**src/rtl/std_gray_fifo_write_ctrl_pkg.sv**
```systemverilog
// Shared types and helpers for the gray-pointer asynchronous FIFO controllers.
package std_gray_fifo_pkg;

    typedef enum logic {
        INIT = 1'b0,
        RUN  = 1'b1
    } state_t;

    // One extra pointer bit distinguishes full from empty when addresses match.
    function automatic int pointer_width(input int address_width);
        return address_width + 1;
    endfunction

endpackage

```
**src/rtl/std_gray_fifo_write_ctrl_if.sv**
```systemverilog
// Write-side bus of the async FIFO controller: push handshake, RAM port, pointers and flags.
interface std_gray_fifo_write_ctrl_if #(
    parameter int ADDRESS_WIDTH = 4
);
    import std_gray_fifo_pkg::*;

    localparam int PW = pointer_width(ADDRESS_WIDTH);

    // Handshake: a write is accepted in any cycle where i_push and o_ready are both high;
    // i_push may be held across stalls and o_ready never depends combinationally on i_push.
    logic                     i_push;
    logic                     o_ready;
    logic                     o_write_enable;
    logic [ADDRESS_WIDTH-1:0] o_write_address;
    logic [PW-1:0]            o_write_pointer;
    logic [PW-1:0]            i_read_pointer;
    logic                     o_full;
    logic                     o_almost_full;
    logic [PW-1:0]            o_word_count;
    state_t                   o_state;

    modport master (
        output i_push, i_read_pointer,
        input  o_ready, o_write_enable, o_write_address, o_write_pointer,
        input  o_full, o_almost_full, o_word_count, o_state
    );

    modport slave (
        input  i_push, i_read_pointer,
        output o_ready, o_write_enable, o_write_address, o_write_pointer,
        output o_full, o_almost_full, o_word_count, o_state
    );

endinterface

```
**src/rtl/std_gray_counter.sv**
```systemverilog
// Binary-backed counter with a registered gray output and its combinational next value.
module std_gray_counter #(
    parameter int WIDTH       = 4,
    parameter bit WRAP_AROUND = 1'b1
) (
    input  logic             i_clk,
    input  logic             i_rst,
    input  logic             i_up,
    input  logic             i_down,
    input  logic             i_clear,
    input  logic             i_set,
    output logic [WIDTH-1:0] o_count,
    output logic [WIDTH-1:0] o_count_next
);
    localparam logic [WIDTH-1:0] MAX = '1;

    logic [WIDTH-1:0] r_bin;
    logic [WIDTH-1:0] r_gray;
    logic [WIDTH-1:0] w_bin_next;

    always_comb begin
        w_bin_next = r_bin;
        if (i_clear) begin
            w_bin_next = '0;
        end else if (i_set) begin
            w_bin_next = MAX;
        end else if (i_up && !i_down) begin
            if (WRAP_AROUND || (r_bin != MAX)) w_bin_next = r_bin + WIDTH'(1);
        end else if (i_down && !i_up) begin
            if (WRAP_AROUND || (r_bin != '0)) w_bin_next = r_bin - WIDTH'(1);
        end
    end

    assign o_count_next = w_bin_next ^ (w_bin_next >> 1);
    assign o_count      = r_gray;

    always_ff @(posedge i_clk or posedge i_rst) begin
        if (i_rst) begin
            r_bin  <= '0;
            r_gray <= '0;
        end else begin
            r_bin  <= w_bin_next;
            r_gray <= o_count_next;
        end
    end

endmodule

```
**src/rtl/std_gray_decoder.sv**
```systemverilog
// Combinational gray-to-binary conversion.
module std_gray_decoder #(
    parameter int WIDTH = 4
) (
    input  logic [WIDTH-1:0] i_gray,
    output logic [WIDTH-1:0] o_binary
);
    always_comb begin
        o_binary = '0;
        for (int i = 0; i < WIDTH; i++) begin
            o_binary[i] = ^(i_gray >> i);
        end
    end

endmodule

```
**src/rtl/std_gray_fifo_write_ctrl_pointer_sync.sv**
```systemverilog
// Multi-flop synchronizer for a gray pointer arriving from the opposite clock domain.
module std_gray_pointer_sync #(
    parameter int WIDTH  = 5,
    parameter int STAGES = 2
) (
    input  logic             i_clk,
    input  logic             i_rst,
    input  logic [WIDTH-1:0] i_async,
    output logic [WIDTH-1:0] o_sync
);
    logic [STAGES-1:0][WIDTH-1:0] r_stage;

    always_ff @(posedge i_clk or posedge i_rst) begin
        if (i_rst) begin
            r_stage <= '0;
        end else begin
            r_stage <= {r_stage[STAGES-2:0], i_async};
        end
    end

    assign o_sync = r_stage[STAGES-1];

endmodule

```
**src/rtl/std_gray_fifo_write_ctrl.sv**
```systemverilog
// Write-domain pointer controller of an async FIFO: gray write pointer, synchronized
// read pointer, RAM write strobe/address and registered full/almost-full/occupancy.
module std_gray_fifo_write_ctrl
    import std_gray_fifo_pkg::*;
#(
    parameter int          ADDRESS_WIDTH         = 4,
    parameter int          SYNC_STAGES           = 2,
    parameter int unsigned ALMOST_FULL_THRESHOLD = (2 ** ADDRESS_WIDTH) - 1
) (
    input logic                             i_clk,
    input logic                             i_rst,
    std_gray_fifo_write_ctrl_if.slave       bus
);
    localparam int PW = pointer_width(ADDRESS_WIDTH);
    localparam int CW = $clog2(SYNC_STAGES);
    localparam logic [CW-1:0] INIT_LAST = CW'(SYNC_STAGES - 1);
    // Full when the pointers differ only in their two top gray bits.
    localparam logic [PW-1:0] FULL_MASK = PW'(3 << (PW - 2));

    state_t        r_state;
    state_t        w_state_next;
    logic [CW-1:0] r_init_count;
    logic          w_ready;
    logic          w_accept;
    logic [PW-1:0] w_wptr_gray;
    logic [PW-1:0] w_wptr_gray_next;
    logic [PW-1:0] w_wptr_bin;
    logic [PW-1:0] w_wptr_bin_next;
    logic [PW-1:0] w_rsync_gray;
    logic [PW-1:0] w_rsync_bin;
    logic [PW-1:0] w_count_next;
    logic          w_full_next;
    logic          w_almost_next;
    logic          r_full;
    logic          r_almost_full;
    logic [PW-1:0] r_word_count;

    always_ff @(posedge i_clk or posedge i_rst) begin
        if (i_rst) begin
            r_state      <= INIT;
            r_init_count <= '0;
        end else begin
            r_state <= w_state_next;
            if (r_state == INIT) r_init_count <= r_init_count + CW'(1);
        end
    end

    always_comb begin
        w_state_next = r_state;
        case (r_state)
            INIT:    if (r_init_count == INIT_LAST) w_state_next = RUN;
            RUN:     w_state_next = RUN;
            default: w_state_next = INIT;
        endcase
    end

    always_comb begin
        w_ready = (r_state == RUN) && !r_full;
    end

    assign w_accept = bus.i_push & w_ready;

    std_gray_counter #(
        .WIDTH       (PW),
        .WRAP_AROUND (1'b1)
    ) u_wptr (
        .i_clk        (i_clk),
        .i_rst        (i_rst),
        .i_up         (w_accept),
        .i_down       (1'b0),
        .i_clear      (1'b0),
        .i_set        (1'b0),
        .o_count      (w_wptr_gray),
        .o_count_next (w_wptr_gray_next)
    );

    std_gray_pointer_sync #(
        .WIDTH  (PW),
        .STAGES (SYNC_STAGES)
    ) u_rptr_sync (
        .i_clk   (i_clk),
        .i_rst   (i_rst),
        .i_async (bus.i_read_pointer),
        .o_sync  (w_rsync_gray)
    );

    std_gray_decoder #(.WIDTH(PW)) u_wptr_dec (.i_gray(w_wptr_gray),  .o_binary(w_wptr_bin));
    std_gray_decoder #(.WIDTH(PW)) u_rptr_dec (.i_gray(w_rsync_gray), .o_binary(w_rsync_bin));

    // Flags are computed from the post-edge pointer so they never lag an accepted write.
    assign w_wptr_bin_next = w_wptr_bin + PW'(w_accept);
    assign w_full_next     = (w_wptr_gray_next == (w_rsync_gray ^ FULL_MASK));
    assign w_count_next    = w_wptr_bin_next - w_rsync_bin;
    assign w_almost_next   = (32'(w_count_next) >= ALMOST_FULL_THRESHOLD);

    always_ff @(posedge i_clk or posedge i_rst) begin
        if (i_rst) begin
            r_full        <= 1'b0;
            r_almost_full <= 1'b0;
            r_word_count  <= '0;
        end else begin
            r_full        <= w_full_next;
            r_almost_full <= w_almost_next;
            r_word_count  <= w_count_next;
        end
    end

    assign bus.o_ready         = w_ready;
    assign bus.o_write_enable  = w_accept;
    assign bus.o_write_address = w_wptr_bin[ADDRESS_WIDTH-1:0];
    assign bus.o_write_pointer = w_wptr_gray;
    assign bus.o_full          = r_full;
    assign bus.o_almost_full   = r_almost_full;
    assign bus.o_word_count    = r_word_count;
    assign bus.o_state         = r_state;

endmodule

```
**src/flat_wrapper.sv**
```systemverilog
// flat-port wrapper written by rule: the top's interface ports become plain ports
module std_gray_fifo_write_ctrl_flat import std_gray_fifo_pkg::*;
#(
    parameter int          ADDRESS_WIDTH         = 4,
    parameter int          SYNC_STAGES           = 2,
    parameter int unsigned ALMOST_FULL_THRESHOLD = (2 ** ADDRESS_WIDTH) - 1
)
  (i_clk, i_rst, bus_i_push, bus_i_read_pointer, bus_o_ready, bus_o_write_enable, bus_o_write_address, bus_o_write_pointer, bus_o_full, bus_o_almost_full, bus_o_word_count, bus_o_state);
  std_gray_fifo_write_ctrl_if #(.ADDRESS_WIDTH(ADDRESS_WIDTH)) bus_i ();
  input logic i_clk;
  input logic i_rst;
  input wire logic [$bits(bus_i.i_push)-1:0] bus_i_push;
  input wire logic [$bits(bus_i.i_read_pointer)-1:0] bus_i_read_pointer;
  output wire logic [$bits(bus_i.o_ready)-1:0] bus_o_ready;
  output wire logic [$bits(bus_i.o_write_enable)-1:0] bus_o_write_enable;
  output wire logic [$bits(bus_i.o_write_address)-1:0] bus_o_write_address;
  output wire logic [$bits(bus_i.o_write_pointer)-1:0] bus_o_write_pointer;
  output wire logic [$bits(bus_i.o_full)-1:0] bus_o_full;
  output wire logic [$bits(bus_i.o_almost_full)-1:0] bus_o_almost_full;
  output wire logic [$bits(bus_i.o_word_count)-1:0] bus_o_word_count;
  output wire logic [$bits(bus_i.o_state)-1:0] bus_o_state;
  assign bus_i.i_push = bus_i_push;
  assign bus_i.i_read_pointer = bus_i_read_pointer;
  assign bus_o_ready = bus_i.o_ready;
  assign bus_o_write_enable = bus_i.o_write_enable;
  assign bus_o_write_address = bus_i.o_write_address;
  assign bus_o_write_pointer = bus_i.o_write_pointer;
  assign bus_o_full = bus_i.o_full;
  assign bus_o_almost_full = bus_i.o_almost_full;
  assign bus_o_word_count = bus_i.o_word_count;
  assign bus_o_state = bus_i.o_state;
  std_gray_fifo_write_ctrl #(.ADDRESS_WIDTH(ADDRESS_WIDTH), .SYNC_STAGES(SYNC_STAGES), .ALMOST_FULL_THRESHOLD(ALMOST_FULL_THRESHOLD)) u_core (.i_clk(i_clk), .i_rst(i_rst), .bus(bus_i));
endmodule
```
**config.mk**
```make
export PLATFORM = sky130hd
export DESIGN_NAME = std_gray_fifo_write_ctrl_flat
export DESIGN_NICKNAME = d
export VERILOG_FILES = /design/src/rtl/std_gray_fifo_write_ctrl_pkg.sv /design/src/rtl/std_gray_fifo_write_ctrl_if.sv /design/src/rtl/std_gray_counter.sv /design/src/rtl/std_gray_decoder.sv /design/src/rtl/std_gray_fifo_write_ctrl_pointer_sync.sv /design/src/rtl/std_gray_fifo_write_ctrl.sv /design/src/flat_wrapper.sv
export SDC_FILE = /design/constraint.sdc
export NUM_CORES = 1
export LEC_CHECK = 0
export CAP_MARGIN = 10
export CORE_MARGIN = 2
export CORE_UTILIZATION = 50
export DETAILED_ROUTE_END_ITERATION = 10
export PLACE_DENSITY = 0.88
export SLEW_MARGIN = 20
export SYNTH_ARGS = -nofsm -noshare
export SYNTH_HDL_FRONTEND = slang
export SYNTH_SLANG_ARGS = --single-unit
```
**constraint.sdc**
```tcl
create_clock -name i_clk -period 3.4 [get_ports i_clk]
set_input_delay 0.68 -clock i_clk [delete_from_list [all_inputs] [get_ports i_clk]]
set_output_delay 0.68 -clock i_clk [all_outputs]
set_load 0.02 [all_outputs]
```
Word-level counts from Yosys, hierarchy flattened --
Index checks and enable logic that the tools add are counted.
Operators by class: $add $sub $neg 4, muxes and demuxes 3, order comparisons 1, equality and inequality tests 1, bitwise gates (word level) 4, reductions and logical operators 12
Operators with widths (count):
- 5-bit XOR reduction | 10
- 5-bit by 1-bit adder with 5-bit output | 1
- 5-bit by 1-bit adder with 5-bit output, second input constant | 1
- 5-bit == test | 1
- 5-bit by 4-bit greater-or-equal comparator with 1-bit output, second input constant | 1
- 5-bit 2-to-1 mux | 1
- 5-bit subtractor | 1
- 5-bit by 4-bit XOR with 5-bit output | 1
- 2-bit NOT | 1
- 1-bit one-hot mux with 2 select lines | 1
- 1-bit adder, second input constant | 1
- 1-bit AND | 1
- 1-bit logical AND | 1
- 1-bit logical NOT | 1
- 1-bit 2-to-1 mux | 1
- 1-bit NOT | 1
Storage, ports and cells: input bits 8, output and inout port bits 19, word-level logic and storage cells 34, register bits after elaboration 29

Depth between registers and ports, before layout --
Gate-level depths: netlist of the first run.
depth after elaboration 6, depth in mapped cells 12, mapped depth without buffers 12

Cells and area by module --
A second synthesis of the first run with hierarchy kept.
Second synthesis, totals: cells, all modules 131, area total of the unflattened synthesis 1549.0 sq um
By module, submodules not included:
- std_gray_counter | times used 1, cells an instance 56, seq. area each 225.2 sq um, area each 576.8 sq um
- std_gray_fifo_write_ctrl | times used 1, cells an instance 47, seq. area each 225.2 sq um, area each 535.5 sq um
- std_gray_pointer_sync | times used 1, cells an instance 16, seq. area each 250.2 sq um, area each 291.5 sq um
- std_gray_decoder | times used 2, cells an instance 6, seq. area each 0.0 sq um, area each 72.6 sq um

Least setup slack after synthesis of the first run --
Ideal clock, no wire load.
path kind register to register, start register u_core.u_wptr.r_gray[3] (netlist: u_core.u_wptr.o_count[3]), end register u_core.r_almost_full (netlist: u_core.bus.o_almost_full), setup slack -0.019 ns, period minus slack after synthesis 3.419 ns, setup time 0.120 ns, buffers on the path 0, required time 3.280 ns, arrival time 3.299 ns, cell stages (with the launch flop) 11, cell sequence dfrtp_1 > xor2_1 > xnor2_1 > xnor2_1 > xor2_1 > ha_1 > fa_1 > a21o_1 > a21oi_1 > xnor2_1 > a41o_1
Between the ends: longest elaborated chain between the ends 4, elaborated cells on any way between the ends 7, those cells by class add/sub: 2; order compare: 1; reduce/logical: 4
Ends and longest elaborated chain:
- start, declared | RTL line std_gray_counter.sv:18 | logic [WIDTH-1:0] r_gray;
- start signal, assigned | RTL line std_gray_counter.sv:43 | r_gray <= o_count_next;
- 5-bit XOR reduction | RTL line std_gray_decoder.sv:11 | o_binary[i] = ^(i_gray >> i);
- via bus_o_write_address[3] | RTL line flat_wrapper.sv:16 | output wire logic [$bits(bus_i.o_write_address)-1:0] bus_o_write_address;
- 5-bit by 1-bit adder with 5-bit output | RTL line std_gray_fifo_write_ctrl.sv:91 | assign w_wptr_bin_next = w_wptr_bin + PW'(w_accept);
- 5-bit subtractor | RTL line std_gray_fifo_write_ctrl.sv:93 | assign w_count_next = w_wptr_bin_next - w_rsync_bin;
- via u_core.w_count_next[4] | RTL line std_gray_fifo_write_ctrl.sv:31 | logic [PW-1:0] w_count_next;
- 5-bit by 4-bit greater-or-equal comparator with 1-bit output | RTL line std_gray_fifo_write_ctrl.sv:94 | assign w_almost_next = (32'(w_count_next) >= ALMOST_FULL_THRESHOLD);
- via u_core.w_almost_next | RTL line std_gray_fifo_write_ctrl.sv:33 | logic w_almost_next;
- end signal, assigned | RTL line std_gray_fifo_write_ctrl.sv:103 | r_almost_full <= w_almost_next;
- end, declared | RTL line std_gray_fifo_write_ctrl.sv:35 | logic r_almost_full;
The timed path passes the listed nets, and every way through them passes these cells. A chain may end at the register's enable or synchronous reset.

Worst setup path after layout of the first run --
start register u_core.u_rptr_sync.r_stage, in the netlist u_core.u_rptr_sync.o_sync[3], end register u_core.r_almost_full (netlist: u_core.bus.o_almost_full)
Between the ends: longest elaborated chain between the ends 3, elaborated cells on any way between the ends 6, those cells by class add/sub: 1; order compare: 1; reduce/logical: 4
Ends and longest elaborated chain:
- start, declared | RTL line std_gray_fifo_write_ctrl_pointer_sync.sv:11 | logic [STAGES-1:0][WIDTH-1:0] r_stage;
- start signal, assigned | RTL line std_gray_fifo_write_ctrl_pointer_sync.sv:17 | r_stage <= {r_stage[STAGES-2:0], i_async};
- 5-bit XOR reduction | RTL line std_gray_decoder.sv:11
- 5-bit subtractor (*) | RTL line std_gray_fifo_write_ctrl.sv:93
- via u_core.w_count_next[4] | RTL line std_gray_fifo_write_ctrl.sv:31
- 5-bit by 4-bit greater-or-equal comparator with 1-bit output (*) | RTL line std_gray_fifo_write_ctrl.sv:94
- via u_core.w_almost_next | RTL line std_gray_fifo_write_ctrl.sv:33
The timed path passes the listed nets; every way through them passes the cells marked *.

==> out/qor.yml, run 1 <==
status: "finished clean"
synth_edf_count: 0
grt_max_degree: 29
worst_pin_slew_ns: 0.564
syn_inst: 114
reg2reg_to: "u_core.bus.o_almost_full"
ys_types: 33
layout-drive-gt1-share: 0.0780
crit_fanout: 2
slew_headroom: 0.624
drtPass1Iterations: 4
cts_buffers: 3
yosys_warnings: 0
setup_violations: 0
clock_latency_ns: 0.33
vias: 924
place.gp.congestion: 0.747
grt_usage: 0.179
yosysTopAreaCellShare: 0.510
die_w_um: 56.4
timing.rr.start: "u_core.u_rptr_sync.o_sync[3]"
drt_iter0_drc: 10
min-delay-start: "u_core.u_rptr_sync.r_stage[1]"
rsz0062_at_grt: "no"
synth_seq_cells: 28
multi_input_area_um2: 634
cpMaxStageDelayCell: "fa_1"
clk_root_buffer_cell: "clkbuf_4"
holdBufCountCts: 0
hold_viol_final: 0
max-clock-path-buffers: 2
postRouteAntennaNets: 0
cp_common_cell: "xnor2_1"
synth_fa_ha_area_frac: 0.0966
cp.arrival_ns: 3.35
worstHoldPathCells: 0
grt_pass1_wl_mm: 4.40
area_growth_pct: 23.8
cts_tree: "yes"
drv_cap: 0
holdPathEnd: "u_core.u_rptr_sync.o_sync[1]"
dieArea_um2: 3180
crit_family: "XOR/XNOR gates"
met2WireLength_mm: 1.29
synth_area_um2: 1370
vias_per_cell: 5.40
critPathCaptureType: "register"
fin_nets: 160
die-height_um: 56.4
post_cts_buffers: 0
top_layer: "met4"
setup.worst_path.start_class: "register"
start_util: 0.539
n_fill_cell: 189
synth_xor_area_frac: 0.189
r2r_slack_ns: 0.28
reg2regPathDepth: 12
ys_top_cells_by_area: "dfrtp_1 (51%), xnor2_1 (10%), ha_1 (8.2%)"
max_freq_mhz: 320
clock_sinks: 28
grt_antenna_before_repair: 0
overflow: 0
period_share: 0.918
synthArstFlopShare: 1.00
synth_top_area_cell: "dfrtp_1"
crit_buf_inv: 1
drc: 0
post_cts_resized: 0
path_class: "reg2reg"
worstHoldPathType: "reg2reg"
synth_top_family_by_area: "XOR/XNOR gates"
antenna_cells: 0
io_buffers: 26
skew_ns: 0.0133
cp.depth: 12
wl_per_cell_um: 14.6
grt_pass1_vias: 1010
synth_compound_area_frac: 0.0583
yosysSeqAreaShare: 0.510
cp.required_ns: 3.63
synthSimpleGateAreaFrac: 0.106
wl_mm: 2.49
synth.area.mux_share: 0.00729
detailed_place_hpwl_mm: 1.95
met3_length_um: 145
max_stage_delay_ns: 0.45
syn-num-nets: 132
synthFlopType: "dfrtp_1"
met1_length_um: 984
path_clk_slew_ns: 0.15
register_area_um2: 701
period_needed_ns: 3.12
fin_tns_setup_ns: 0
htreeDepth: 1
ioPinCount: 27
core_um2: 2540
cp_cell_sequence: "xnor2_1 -> xor2_1 -> xor2_1 -> xnor2_1 -> ha_1 -> inv_1 -> ha_1 -> fa_1 -> a21o_1 -> a21oi_1 -> xnor2_1 -> a41o_1"
num_rows: 18
avgSynthCellArea_um2: 12.0
report.final.slew_viol_count: 0
-- metrics by stage --
step	setup slack, ns	instance area, um^2	std cells	util	hold WS [ns]
floorplan	0.197	1380	114	-	0.331
global placement	0.375	1660	167	0.653	0.332
detailed placement	0.234	1660	167	0.653	0.336
CTS	0.269	1700	171	0.668	0.369
global route	0.0561	1700	171	0.668	0.382
finish	0.278	1700	171	0.668	0.367
-- cell usage after synthesis (2+ instances only) --
cell type / n
xnor2_1: 16
dfrtp_1: 28
a21o_1: 2
nand4_1: 3
nand2_1: 8
inv_1: 7
ha_1: 9
o21ai_0: 2
or2_2: 2
clkbuf_1: 2
nor2_1: 3
xor2_1: 9
a21oi_1: 3
-- area by class of cell --
class / count / share of cell area
sequential: 28 / 0.412
multi-input combinational: 75 / 0.373
timing repair buffer: 26 / 0.153
tap: 30 / 0.0221
clock buffer: 4 / 0.0214
inverter: 8 / 0.0177
-- cell usage in the layout (no fill, tap or decap), types with 2 or more instances in the layout --
master / count
inv_2: 2
clkbuf_4: 3
nor2_1: 3
nand4_1: 3
xnor2_2: 2
inv_1: 6
dfrtp_1: 28
or2_2: 2
nand2_1: 8
xnor2_1: 15
a21oi_1: 3
ha_1: 9
a21o_1: 2
xor2_1: 9
clkdlybuf4s50_1: 26
o21ai_0: 2
-- flip-flops by register name (all words and copies together), names as in the netlist --
| register | cells |
|---|---|
| u_core.u_wptr.o_count | 4 |
| u_core.bus.o_state | 1 |
| u_core.u_rptr_sync.r_stage | 5 |
| u_core.bus.o_full | 1 |
| u_core.bus.o_word_count | 5 |
| u_core.u_wptr.r_bin | 5 |
| u_core.r_init_count | 1 |
| u_core.bus.o_almost_full | 1 |
| u_core.u_rptr_sync.o_sync | 5 |
-- how the worst max path moves through the flow --
| stage | startpoint | to | slack, ns |
|---|---|---|---|
| global route | u_core.u_rptr_sync.o_sync[3] | u_core.bus.o_almost_full | 0.06 |
| floorplan | u_core.u_wptr.o_count[3] | u_core.bus.o_almost_full | 0.20 |
| finish | u_core.u_rptr_sync.o_sync[3] | u_core.bus.o_almost_full | 0.28 |
| global placement | bus_i_push | u_core.bus.o_almost_full | 0.37 |
| CTS | u_core.u_rptr_sync.o_sync[3] | u_core.bus.o_almost_full | 0.27 |
| detailed placement | bus_i_push | u_core.bus.o_almost_full | 0.23 |
-- per-layer routing --
layer,up-vias,global-route usage
met5,-,0
met2,43,0.334
met3,10,0.0346
met4,0,0.0646
met1,436,0.199
li1,435,-
-- cells by family after synthesis --
group / Yosys count
mux: 1
xor+xnor: 27
fa+ha+maj: 10
compound gates: 12
flops: 28
simple gates: 25
buf+inv: 11
Power of run 1 is not shown: default switching activity piles up to over one toggle a cycle in this logic, so the estimate is an artifact.
==> run 2, diff against run 1 <==
--- a/constraint.sdc
+++ b/constraint.sdc
@@ -3,2 +3,2 @@
 set_output_delay 0.68 -clock i_clk [all_outputs]
-set_load 0.02 [all_outputs]
+set_load 0.05 [all_outputs]
==> run 2 against run 1 <==
  * Design area grew 4.8%
  * Worst hold slack worse by 0.00056 ns
  * Via count increased by 1.7%
  * Critical path depth decreased by 7
  * Wire length fell by 1.9%
  * Non-clock buffer count up 1
  * Global-route usage shrank 0.26 points
  * Largest cell class unchanged
  * Sequential share of layout area shrank 1.8 points
  * Core utilization grew 3.2 points
  * First-iteration DRC count rose to 3.0 times the previous value
  * Final cell count up 0.58%
  * Setup slack got worse by 0.095 ns
==> out/qor.yml, run 2 (synthesis results as in run 1) <==
num_rows: 18  # unchanged
worst_pin_slew_ns: 0.506  # -0.0580 ns
rsz0062_at_grt: "no"
grt_max_degree: 29  # unchanged
io_buffers: 26  # unchanged
vias_per_cell: 5.47  # +1.1%
antenna_cells: 0  # unchanged
drt_iter0_drc: 30  # +20
fin_tns_setup_ns: 0  # unchanged
holdBufCountCts: 0  # unchanged
grt_pass1_vias: 976  # -3.4%
critPathCaptureType: "primary output"
max_freq_mhz: 311  # -3.0%
clock_sinks: 28  # unchanged
core_um2: 2540  # unchanged
worstHoldPathType: "reg2reg"
slew_headroom: 0.662  # +0.0382
die-height_um: 56.4  # unchanged
register_area_um2: 702  # +0.18%
report.final.slew_viol_count: 0  # unchanged
clk_root_buffer_cell: "clkbuf_4"
multi_input_area_um2: 691  # +8.9%
htreeDepth: 1  # unchanged
cts_tree: "yes"
die_w_um: 56.4  # unchanged
wl_per_cell_um: 14.2  # -2.5%
skew_ns: 0.00213  # -0.0111 ns
fin_nets: 161  # +0.63%
ioPinCount: 27  # unchanged
grt_usage: 0.176  # -0.00256
hold_viol_final: 0  # unchanged
vias: 940  # +1.7%
clock_latency_ns: 0.33  # about the same
cts_buffers: 3  # unchanged
setup_violations: 0  # unchanged
place.gp.congestion: 0.840  # +12%
path_clk_slew_ns: 0.15  # about the same
drc: 0  # unchanged
postRouteAntennaNets: 0  # unchanged
grt_pass1_wl_mm: 4.35  # -1.2%
start_util: 0.539  # unchanged
drtPass1Iterations: 4  # unchanged
final_cell_mix: "dfrtp_1 (27), clkdlybuf4s50_1 (26), xnor2_1 (14), ha_1 (9), nand2_1 (8)"
max-clock-path-buffers: 2  # unchanged
cp.arrival_ns: 2.54  # -0.81 ns
path_class: "reg2out"
setup.worst_path.start_class: "register"
status: "finished clean"
grt_antenna_before_repair: 0  # unchanged
period_share: 0.946  # +0.0280
layout-drive-gt1-share: 0.106  # +0.0276
wl_mm: 2.44  # -1.9%
detailed_place_hpwl_mm: 1.84  # -5.7%
area_growth_pct: 29.7
n_fill_cell: 188  # -0.53%
crit_fanout: 5  # +3
period_needed_ns: 3.22  # +0.0951 ns
post_cts_buffers: 0  # unchanged
dieArea_um2: 3180  # unchanged
final_common_cell: "dfrtp_1"
drv_cap: 0  # unchanged
post_cts_resized: 0  # unchanged
overflow: 0  # unchanged
cp.required_ns: 2.72  # -0.91 ns
-- run 2: critical path, stage by stage, from the launching register on --
cell and delay (ns):
dfrtp_1 0.50, xor2_4 0.20, xnor2_2 0.30, xnor2_4 0.20
xor2_4 0.17, clkdlybuf4s50_1 0.82
-- run 2: worst paths after layout --
kind	slack (ns)	from	to	depth (start not counted)
min	0.37	u_core.u_rptr_sync.r_stage[4]	u_core.u_rptr_sync.o_sync[4]	0
max in group asynchronous	2.44	i_rst	u_core.u_wptr.o_count[3]	3
max	0.18	u_core.u_wptr.r_bin[4]	bus_o_write_address[0]	5
min reg2reg	0.37	u_core.u_rptr_sync.r_stage[4]	u_core.u_rptr_sync.o_sync[4]	0
max reg2reg	0.32	u_core.u_rptr_sync.o_sync[3]	u_core.bus.o_almost_full	12
min in group asynchronous	0.69	i_rst	u_core.bus.o_almost_full	3
-- run 2: layer usage --
metal  track usage  routed length (um)  vias up
li1              -                   -      438
met2         0.309                1270       50
met4        0.0680                  64        0
met1         0.201                 937      442
met5             0                   0        -
met3        0.0530                 175       10
-- run 2: area by class of cell --
type / instances / area share
flip-flops and latches: 28 / 0.394
well taps: 30 / 0.0211
inverters: 8 / 0.0169
clock inverters: 1 / 0.0169
clock buffers: 3 / 0.0126
multi-input cells: 75 / 0.388
repair buffers: 27 / 0.150
-- run 2: through the flow --
step,setup slack [ns],instances,hold WS (ns),utilization,instance area [um^2]
finish,0.183,172,0.366,0.700,1780
global route,0.104,172,0.369,0.700,1780
CTS,0.156,172,0.368,0.700,1780
detailed placement,0.303,168,0.335,0.679,1730
global placement,0.378,168,0.332,0.679,1730
floorplan,0.0206,114,0.331,-,1440
Power of run 2 is left out for the same reason.
==> edit (config.mk and constraints of run 2) <==
`SYNC_STAGES` is set to 2 in 2 places; all go to 4.
--- a/src/rtl/std_gray_fifo_write_ctrl.sv
+++ b/src/rtl/std_gray_fifo_write_ctrl.sv
@@ -6,3 +6,3 @@
     parameter int          ADDRESS_WIDTH         = 4,
-    parameter int          SYNC_STAGES           = 2,
+    parameter int          SYNC_STAGES           = 4,
     parameter int unsigned ALMOST_FULL_THRESHOLD = (2 ** ADDRESS_WIDTH) - 1
--- a/src/flat_wrapper.sv
+++ b/src/flat_wrapper.sv
@@ -4,3 +4,3 @@
     parameter int          ADDRESS_WIDTH         = 4,
-    parameter int          SYNC_STAGES           = 2,
+    parameter int          SYNC_STAGES           = 4,
     parameter int unsigned ALMOST_FULL_THRESHOLD = (2 ** ADDRESS_WIDTH) - 1
Function: changed (Yosys sat finds a counterexample within 4 cycles, from zero or initial values and one cycle with i_rst high).
==> edit against run 2 <==
Design area grew 26%. Via count increased by 15%. Worst hold slack got worse by 0.0075 ns. Setup slack worse by 0.015 ns. Synthesized area grew 30%. Wire length increased by 19%. Sequential cell count rose by 11.
Power is not shown: default switching activity piles up to over one toggle a cycle in this logic, so the estimate is an artifact.
==> edit: results (changes against run 2) <==
* GR Layer Usage met2 at 0.292 (-0.0176)
* H-tree levels at 2 (+1)
* Avg Inst Size Synth at 12.8 sq um (+6.1%)
* Top cells by count, synth: dfrtp_1, xnor2_1, inv_1, ha_1, xor2_1
* Worst-Skew Late Latency at 0.35 ns (+0.02 ns)
* Final setup skew at 0.00733 ns (+0.00520 ns)
* Mux contribution to synthesized area at 0.0238 (+0.0165)
* Post-Synth Adder-Cell Area at 0.0741 (-0.0225)
* Fillers at 243 (+29%)
* Compound-Gate Fraction of Synth Area at 0.0622 (+0.00390)
* TritonCTS Buffers at 5 (+2)
* Met1 usage at 0.191 (-0.00912)
* Layout Cells excl Fill at 213 (+24%)
* Syn Nets at 158 (+20%)
* Placement Setup Slack at 0.494 ns (+0.191 ns)
* Routed length per placed instance at 13.6 um (-4.2%)
* Largest fanout on the critical path at 6 (+1)
* Xor/xnor share of the synthesized area at 0.164 (-0.0244)
* Global-route wire length before repair at 5.12 mm (+18%)
* M3 GR Usage at 0.0370 (-0.0160)
* Iter 0 DRT Violations at 36 (+20%)
* Critical-path top delay cell: clkdlybuf4s50_1
* Met1 Wirelength at 1.08 mm (+15%)
* Status: finished clean
* Cell variety after synth at 38 (+15%)
* Largest net degree at the start of global routing at 24 (-17%)
* DP HPWL at 2.20 mm (+19%)
* Fin nets at 184 (+14%)
* Slew @ Worst Pin at 0.794 ns (+0.288 ns)
* Synth area leaders: dfrtp_1, xnor2_1, ha_1
* Met2 routed WL at 1.61 mm (+27%)
* Via count at 1078 (+15%)
## edit: path summary, 6_finish.rpt
check	start	end	slack [ns]	depth (start not counted)
setup / recovery	u_core.u_wptr.r_bin[4]	bus_o_write_address[0]	0.17	5
hold / removal	u_core.u_rptr_sync.r_stage[11]	u_core.u_rptr_sync.o_sync[1]	0.36	0
setup reg to reg	u_core.u_rptr_sync.o_sync[4]	u_core.bus.o_almost_full	0.55	13
hold reg to reg	u_core.u_rptr_sync.r_stage[11]	u_core.u_rptr_sync.o_sync[1]	0.36	0
max in group asynchronous	i_rst	u_core.bus.o_full	1.90	3
min in group asynchronous	i_rst	u_core.u_rptr_sync.o_sync[2]	0.78	2
## edit: cell type report
| class | instances | area [sq um] | share of cell area |
|---|---|---|---|
| Multi-Input combinational cell | 82 | 807 | 0.359 |
| Timing Repair Buffer | 27 | 265 | 0.118 |
| Tap cell | 46 | 57.6 | 0.0256 |
| Clock inverter | 2 | 60.1 | 0.0267 |
| Inverter | 11 | 41.3 | 0.0184 |
| Sequential cell | 39 | 977 | 0.434 |
| Clock buffer | 6 | 41.3 | 0.0184 |
## edit: stage by stage
stage | area [sq um] | util | hold slack [ns]
floorplan | 1870 | - | 0.331
global placement | 2150 | 0.634 | 0.333
detailed placement | 2150 | 0.634 | 0.336
CTS | 2250 | 0.664 | 0.362
global route | 2250 | 0.664 | 0.370
finish | 2250 | 0.664 | 0.359
## edit: worst max-delay path: cells and delay by family, from the launching register on
| family | cells | cell delay (ns) |
|---|---|---|
| XOR/XNOR | 4 | 0.84 |
| buffers and inverters | 1 | 0.81 |
| flip-flops | 1 | 0.56 |
